`config.mk`:
```
export PLATFORM = sky130hd
export DESIGN_NAME = mem_access_unit
export DESIGN_NICKNAME = d
export VERILOG_FILES = /design/src/rtl/mem_access_unit.sv
export SDC_FILE = /design/constraint.sdc
export NUM_CORES = 1
export LEC_CHECK = 0
export CAP_MARGIN = 20
export CORE_UTILIZATION = 33
export DETAILED_ROUTE_END_ITERATION = 8
export GPL_ROUTABILITY_DRIVEN = 0
export PLACE_DENSITY = 0.68
export SYNTH_ARGS = -nofsm -noshare
export SYNTH_HDL_FRONTEND = slang
export SYNTH_SLANG_ARGS = --single-unit
```
`constraint.sdc`:
```
create_clock -name clock -period 1.5 [get_ports clock]
set_input_delay 0.15 -clock clock [delete_from_list [all_inputs] [get_ports clock]]
set_output_delay 0.15 -clock clock [all_outputs]
set_load 0.02 [all_outputs]
```
`src/rtl/mem_access_unit.sv`:
```
// Memory-stage load/store unit: runs one req/ack data-bus transaction per access and stalls the pipeline until it completes.
// Optional bus timeout watchdog is compiled in when MEM_TIMEOUT_EN is defined.
//
// state | meaning
// ------+-----------------------------------------------------------------
// IDLE  | waiting for a load/store from EX/MEM
// BUSY  | bus_req held high, waiting for bus_ack (or timeout)
// DONE  | one unstalled cycle so the instruction advances into MEM/WB
module mem_access_unit #(
   parameter int unsigned ADDR_W         = 64,
   parameter int unsigned DATA_W         = 64,
   parameter int unsigned TIMEOUT_CYCLES = 255
) (
   input  logic              clock,
   input  logic              reset,
   input  logic              mem_read,
   input  logic              mem_write,
   input  logic [ADDR_W-1:0] address,
   input  logic [DATA_W-1:0] write_data,
   output logic [DATA_W-1:0] read_data,
   output logic              stall,
   output logic              align_fault,
   output logic              bus_fault,
   output logic              bus_req,
   output logic              bus_we,
   output logic [ADDR_W-1:0] bus_addr,
   output logic [DATA_W-1:0] bus_wdata,
   input  logic [DATA_W-1:0] bus_rdata,
   input  logic              bus_ack
);

   if (DATA_W != 64 || TIMEOUT_CYCLES == 0) begin : g_param_check
      $error("mem_access_unit: DATA_W must be 64 and TIMEOUT_CYCLES nonzero");
   end

   typedef enum logic [1:0] {
      IDLE = 2'd0,
      BUSY = 2'd1,
      DONE = 2'd2
   } state_t;

   state_t state, state_nxt;

   logic request;
   logic aligned;
   logic timeout;

   assign request = mem_read | mem_write;
   assign aligned = (address[2:0] == 3'b000);

`ifdef MEM_TIMEOUT_EN
   localparam int CNT_W = ($clog2(TIMEOUT_CYCLES + 1) > 8) ? $clog2(TIMEOUT_CYCLES + 1) : 8;

   logic [CNT_W-1:0] busy_cnt;

   // Counter holds the number of BUSY cycles already spent without ack.
   always_ff @(posedge clock) begin
      if (reset) begin
         busy_cnt <= '0;
      end else if (state != BUSY) begin
         busy_cnt <= '0;
      end else if (!bus_ack) begin
         busy_cnt <= busy_cnt + CNT_W'(1);
      end
   end

   assign timeout = (state == BUSY) && !bus_ack && (busy_cnt == CNT_W'(TIMEOUT_CYCLES - 1));

   always_ff @(posedge clock) begin
      if (reset) begin
         bus_fault <= 1'b0;
      end else if (timeout) begin
         bus_fault <= 1'b1;
      end
   end
`else
   assign timeout   = 1'b0;
   assign bus_fault = 1'b0;
`endif

   always_ff @(posedge clock) begin
      if (reset) begin
         state <= IDLE;
      end else begin
         state <= state_nxt;
      end
   end

   always_comb begin
      state_nxt = state;
      case (state)
         IDLE: begin
            if (request) begin
               state_nxt = aligned ? BUSY : DONE;
            end
         end
         BUSY: begin
            if (bus_ack || timeout) begin
               state_nxt = DONE;
            end
         end
         DONE:    state_nxt = IDLE;
         default: state_nxt = IDLE;
      endcase
   end

   always_comb begin
      stall = 1'b0;
      if ((state == IDLE && request && aligned) || state == BUSY) begin
         stall = 1'b1;
      end
   end

   // Bus-side registers and the load result; requests seen in DONE are deliberately dropped.
   always_ff @(posedge clock) begin
      if (reset) begin
         read_data   <= '0;
         bus_req     <= 1'b0;
         bus_we      <= 1'b0;
         bus_addr    <= '0;
         bus_wdata   <= '0;
         align_fault <= 1'b0;
      end else begin
         align_fault <= 1'b0;
         case (state)
            IDLE: begin
               if (request) begin
                  if (aligned) begin
                     bus_req   <= 1'b1;
                     bus_we    <= mem_write;
                     bus_addr  <= address;
                     bus_wdata <= write_data;
                  end else begin
                     align_fault <= 1'b1;
                     read_data   <= '0;
                  end
               end
            end
            BUSY: begin
               if (bus_ack) begin
                  bus_req <= 1'b0;
                  if (!bus_we) begin
                     read_data <= bus_rdata;
                  end
               end else if (timeout) begin
                  bus_req   <= 1'b0;
                  read_data <= '0;
               end
            end
            default: ;
         endcase
      end
   end

endmodule
```
# --- Yosys cells after proc, flatten, opt, wreduce, memory -nomap -nowiden ---
# Index checks and enable logic that the tools add are counted.
word_totals:
  reg_bits: 197
  inputBits: 197
  out_inout_bits: 197
  word_cells: 42
op_classes:
  eq_ne: 6
  mux: 15
  bitwise: 3
  reduce_logical: 11
op_table:
  columns: ["op", "count"]
  rows:
  - ["2-to-1 mux 64 bit", 4]
  - ["case mux 64 bit (2 select lines)", 1]
  - ["inequality test 2 bit (second input constant)", 5]
  - ["2-to-1 mux 2 bit", 3]
  - ["2-to-1 mux 1 bit", 5]
  - ["AND reduction 5 bit", 1]
  - ["case mux 2 bit (2 select lines)", 1]
  - ["AND reduction 4 bit", 1]
  - ["zero test 3 bit", 1]
  - ["AND reduction 3 bit", 1]
  - ["OR reduction 3 bit", 1]
  - ["== test 2 x 1 -> 1 bit (second input constant)", 1]
  - ["logical AND 1 bit", 2]
  - ["zero test 2 bit", 1]
  - ["inverter 1 bit", 2]
  - ["case mux 1 bit (2 select lines)", 1]
  - ["AND reduction 2 bit", 1]
  - ["nonzero test 2 bit", 1]
  - ["logical OR 1 bit", 1]
  - ["bitwise OR 1 bit", 1]

# --- Logic depth before layout (Yosys ltp) ---
depth:
  depth_word: 5
  ltp_mapped: 6

# --- Least setup slack after synthesis ---
# No wires, ideal clock.
synth_timing:
  kind: "reg2reg"
  from: "reg state[0]"
  to: "reg read_data[0]"
  t_arrival_ns: 1.426
  t_required_ns: 1.428
  slack_ns: 0.003
  path_stages_with_launch: 7
  cell_sequence: "dfxtp_1 clkbuf_2 or2_4 o32ai_2 buf_6 buf_12 mux2i_1"
synth_via:
  elab_chain_len: 3
  elab_cells_between_ends: 9
  classes_between: "eq/ne: 5; mux: 1; reduce/logical: 3"
synth_lines:
  columns: ["element", "line_no", "rtl"]
  rows:
  - ["from (decl)", "42", "state_t state, state_nxt;"]
  - ["from (signal assigned)", "85", "state <= state_nxt;"]
  - ["== test 2 x 1 -> 1 bit / zero test 2 bit (equally long branches)", "125", "case (state)"]
  - ["inequality test 2 bit (no source line) / nonzero test 2 bit (equally long branches)", null, null]
  - ["AND reduction 5 bit (no source line)", null, null]
  - ["to (signal assigned)", "143", "read_data <= bus_rdata;"]
  - ["to (decl)", "20", "output logic [DATA_W-1:0] read_data,"]
# Parallel ways exist; a longest one is shown, timed or not.
# A chain may end at the register's enable or synchronous reset.

# --- Final worst setup path ---
layout_timing:
  from: "reg state[1]"
  to: "reg bus_wdata[43]"
layout_via:
  elab_chain_len: 2
layout_lines:
  columns: ["element", "line_no", "rtl"]
  rows:
  - ["zero test 2 bit", "125", null]
  - ["AND reduction 3 bit (no source line)", null, null]
  - ["to (signal assigned)", "132", "bus_wdata <= write_data;"]
  - ["to (decl)", "27", "output logic [DATA_W-1:0] bus_wdata,"]
# Every way passes these cells.

==> impl_metrics.tcl <==
set metrics [dict create \
    relSlewSlack_pct 64.1 \
    nFillCells 2403 \
    worst_path_largest_cell_delay_ps 330 \
    grt_pass1_vias 7006 \
    layout-drive-gt1-share_pct 7.92 \
    maxCapViolations 0 \
    yosysWarnings 0 \
    internal_power_uw 8680 \
    chipHeight_um 165 \
    ys_seq_area_share_pct 44.8 \
    fmax_ghz 0.665 \
    dpl-instance-area_sq_mm 0.0131 \
    synth_edf_count 0 \
    htreeDepth 4 \
    cts-root-buf "clkbuf_16" \
    avgRoutedWirePerCell_um 15.5 \
    avgSynthCellArea_sq_um 10.2 \
    p_switching_uw 2970 \
    grt_setup_unrepaired "true" \
    fin_nets 1462 \
    pwr-share-comb_pct 15.8 \
    portBuffers 392 \
    wirelength_um 24900 \
    dieArea_sq_mm 0.0273 \
    grt_max_degree 150 \
    start_util_pct 33.7 \
    p_clk_share_pct 37.9 \
    num_vias 7104 \
    viasPerCell 4.41 \
    synth_nets 1057 \
    power_leakage_uw 0.00597 \
    power_frac_seq_pct 46.3 \
    synth_ff_type "dfxtp_1" \
    synthesis.area_sq_mm 0.00881 \
    seq_area_sq_mm 0.00395 \
    violations "design-rule violations, negative setup slack" \
    worst_skew_pair.late_latency_ps 430 \
    peakVddDrop_mv 0.752 \
    cp.arrival_ps 1860 \
    outcome "complete, but fails checks" \
    cts_inserted_buffers 17 \
    cp_slowest_cell "dfxtp_2" \
    skew_ps 17.6 \
    worst-setup-path-type "flop to flop" \
    row_count 59 \
    ys_types 29 \
    synthArstFlopShare_pct 0 \
    crit_path_start "state[1]" \
    timing.final.crit_share_pct 100 \
    drt_pre_antenna_iters 6 \
    cp_max_fo 10 \
    design_area_sq_mm 0.0139 \
    antenna_cells 0 \
    route.detailed.drc 60 \
    fin_hold_ws_ps 217 \
    utilization_pct 53.1 \
    track_usage_pct 17.0 \
    grt_overflow 0 \
    cts_buffer_depth 2 \
    cp_top_family "buffers and inverters" \
    r2r-start "state[1]" \
    setup_ws_ps -4.48 \
    grt_antenna_before_repair 0 \
    mostFrequentLayoutCells "nand2b_1 (315), dlygate4sd2_1 (196), dfxtp_1 (195), clkdlybuf4s50_1 (193), mux2i_1 (188)" \
    cts_tree "yes" \
    slew_viol_final 0 \
    final_common_cell "nand2b_1" \
    p_sw_share_pct 25.5 \
    grt_pass1_wl_um 36300 \
    multi_input_area_sq_mm 0.00431 \
    required_ps 1860 \
    dr.first_iter.drc_count 345 \
    core-area_sq_mm 0.0261 \
    power.total_uw 11700 \
    period_needed_ps 1500 \
    clkSlewWorstSetupHoldPaths_ps 70 \
    setup_viol 2 \
    hold_path.startpoint "reset" \
    synth_seq_cells 197 \
    tightest_slew_ps 538 \
    postCtsHoldBufs 0 \
    tns_ps -6.89 \
    hold_viol_final 0 \
    postSynthCellCount 860 \
    crit_path_end_kind "flop" \
    cp.buffers_inverters 3 \
    ios 394 \
    clock_sinks 197 \
    area_growth_pct 57.5 \
    power_density_mw_per_mm2 840 \
    die_w_um 165 \
    ant_nets 0 \
    crit_chain "or2_4 > nor3_4 > buf_6 > buf_12 > clkbuf_16 > mux2i_1" \
    hold_path_class "input pin to flop" \
    start_kind "flop" \
    dp_hpwl_um 17600 \
]
==> worst min-delay path, stage by stage <==
cell and delay, ps:
buf_6 110, buf_12 180, a21oi_1 140
==> layout make-up <==
cell class	count	share of cell area, %
multi-input combinational	595	31.1
inverter	2	0.0541
sequential	197	28.5
timing repair buffer	452	33.4
tap	335	3.02
clock inverter	12	0.857
clock buffer	18	3.17
==> worst paths after layout <==
path                    to  slack [ps]  depth (start not counted)
max          bus_wdata[43]          -4                          6
min                 bus_we         220                          3
max reg2reg  bus_wdata[43]          -4                          6
min reg2reg    bus_addr[2]         470                          1
==> power by group through the flow <==
| stage | logic (uW) | registers [uW] | clock network (uW) |
|---|---|---|---|
| floorplan | 792 | 5650 | 0 |
| global placement | 1820 | 5520 | 0 |
| detailed placement | 1830 | 5520 | 0 |
| CTS | 1770 | 5400 | 4590 |
| global route | 1960 | 5410 | 4750 |
| finish | 1840 | 5400 | 4420 |
==> logic make-up (layout without fill, tap and decap cells) <==
| logic type | Yosys count | in the layout | synth area share, % |
|---|---|---|---|
| buf+inv | 68 | 484 | 6.53 |
| other cells | 1 | 1 | 0.0426 |
| simple gates | 397 | 397 | 26.5 |
| mux | 189 | 189 | 21.5 |
| compound gates | 8 | 8 | 0.682 |
| flops | 197 | 197 | 44.8 |
==> cell usage after synthesis, types with 2 or more instances <==
cell | number | area share (%)
or3_1 | 2 | 0.14
buf_8 | 2 | 0.34
inv_1 | 2 | 0.085
nor3b_1 | 4 | 0.34
buf_12 | 17 | 3.9
buf_6 | 2 | 0.26
nor3_1 | 3 | 0.17
clkbuf_1 | 37 | 1.6
buf_1 | 5 | 0.21
nor2_1 | 2 | 0.085
dfxtp_1 | 197 | 45
mux2i_1 | 189 | 21
a21oi_1 | 3 | 0.17
nand2_1 | 66 | 2.8
nand2b_1 | 315 | 22
==> routing by layer <==
layer | GRT usage (%) | vias to the layer above | share of wire, %
met5 | 0 | - | 0
met4 | 5.25 | 0 | 1.4
met3 | 6.69 | 17 | 11
met2 | 29.0 | 262 | 47
met1 | 19.5 | 3247 | 41
li1 | - | 3578 | -
==> sequential cells by signal (all words and copies together), names as in the netlist <==
signal	cells
align_fault	1
bus_addr	64
state	2
bus_req	1
read_data	64
bus_wdata	64
bus_we	1
==> metrics by stage <==
step	setup WS [ps]	cells
3_5_place_dp	-524	1559
2_1_floorplan	2.85	860
3_3_place_gp	-459	1559
4_1_cts	-54.5	1591
6_report	-4.48	1611
5_1_grt	-86.7	1611
==> timing repair <==
item                                    in CTS  in global routing
cloned                                       0                 12
setup buffers                                2                  8
gates resized for setup                    201                 18
endpoints found under the setup margin     268                177
pin swaps                                    1                  2
endpoints found under the hold margin        0                  0
(Power assumes the default switching activity.)
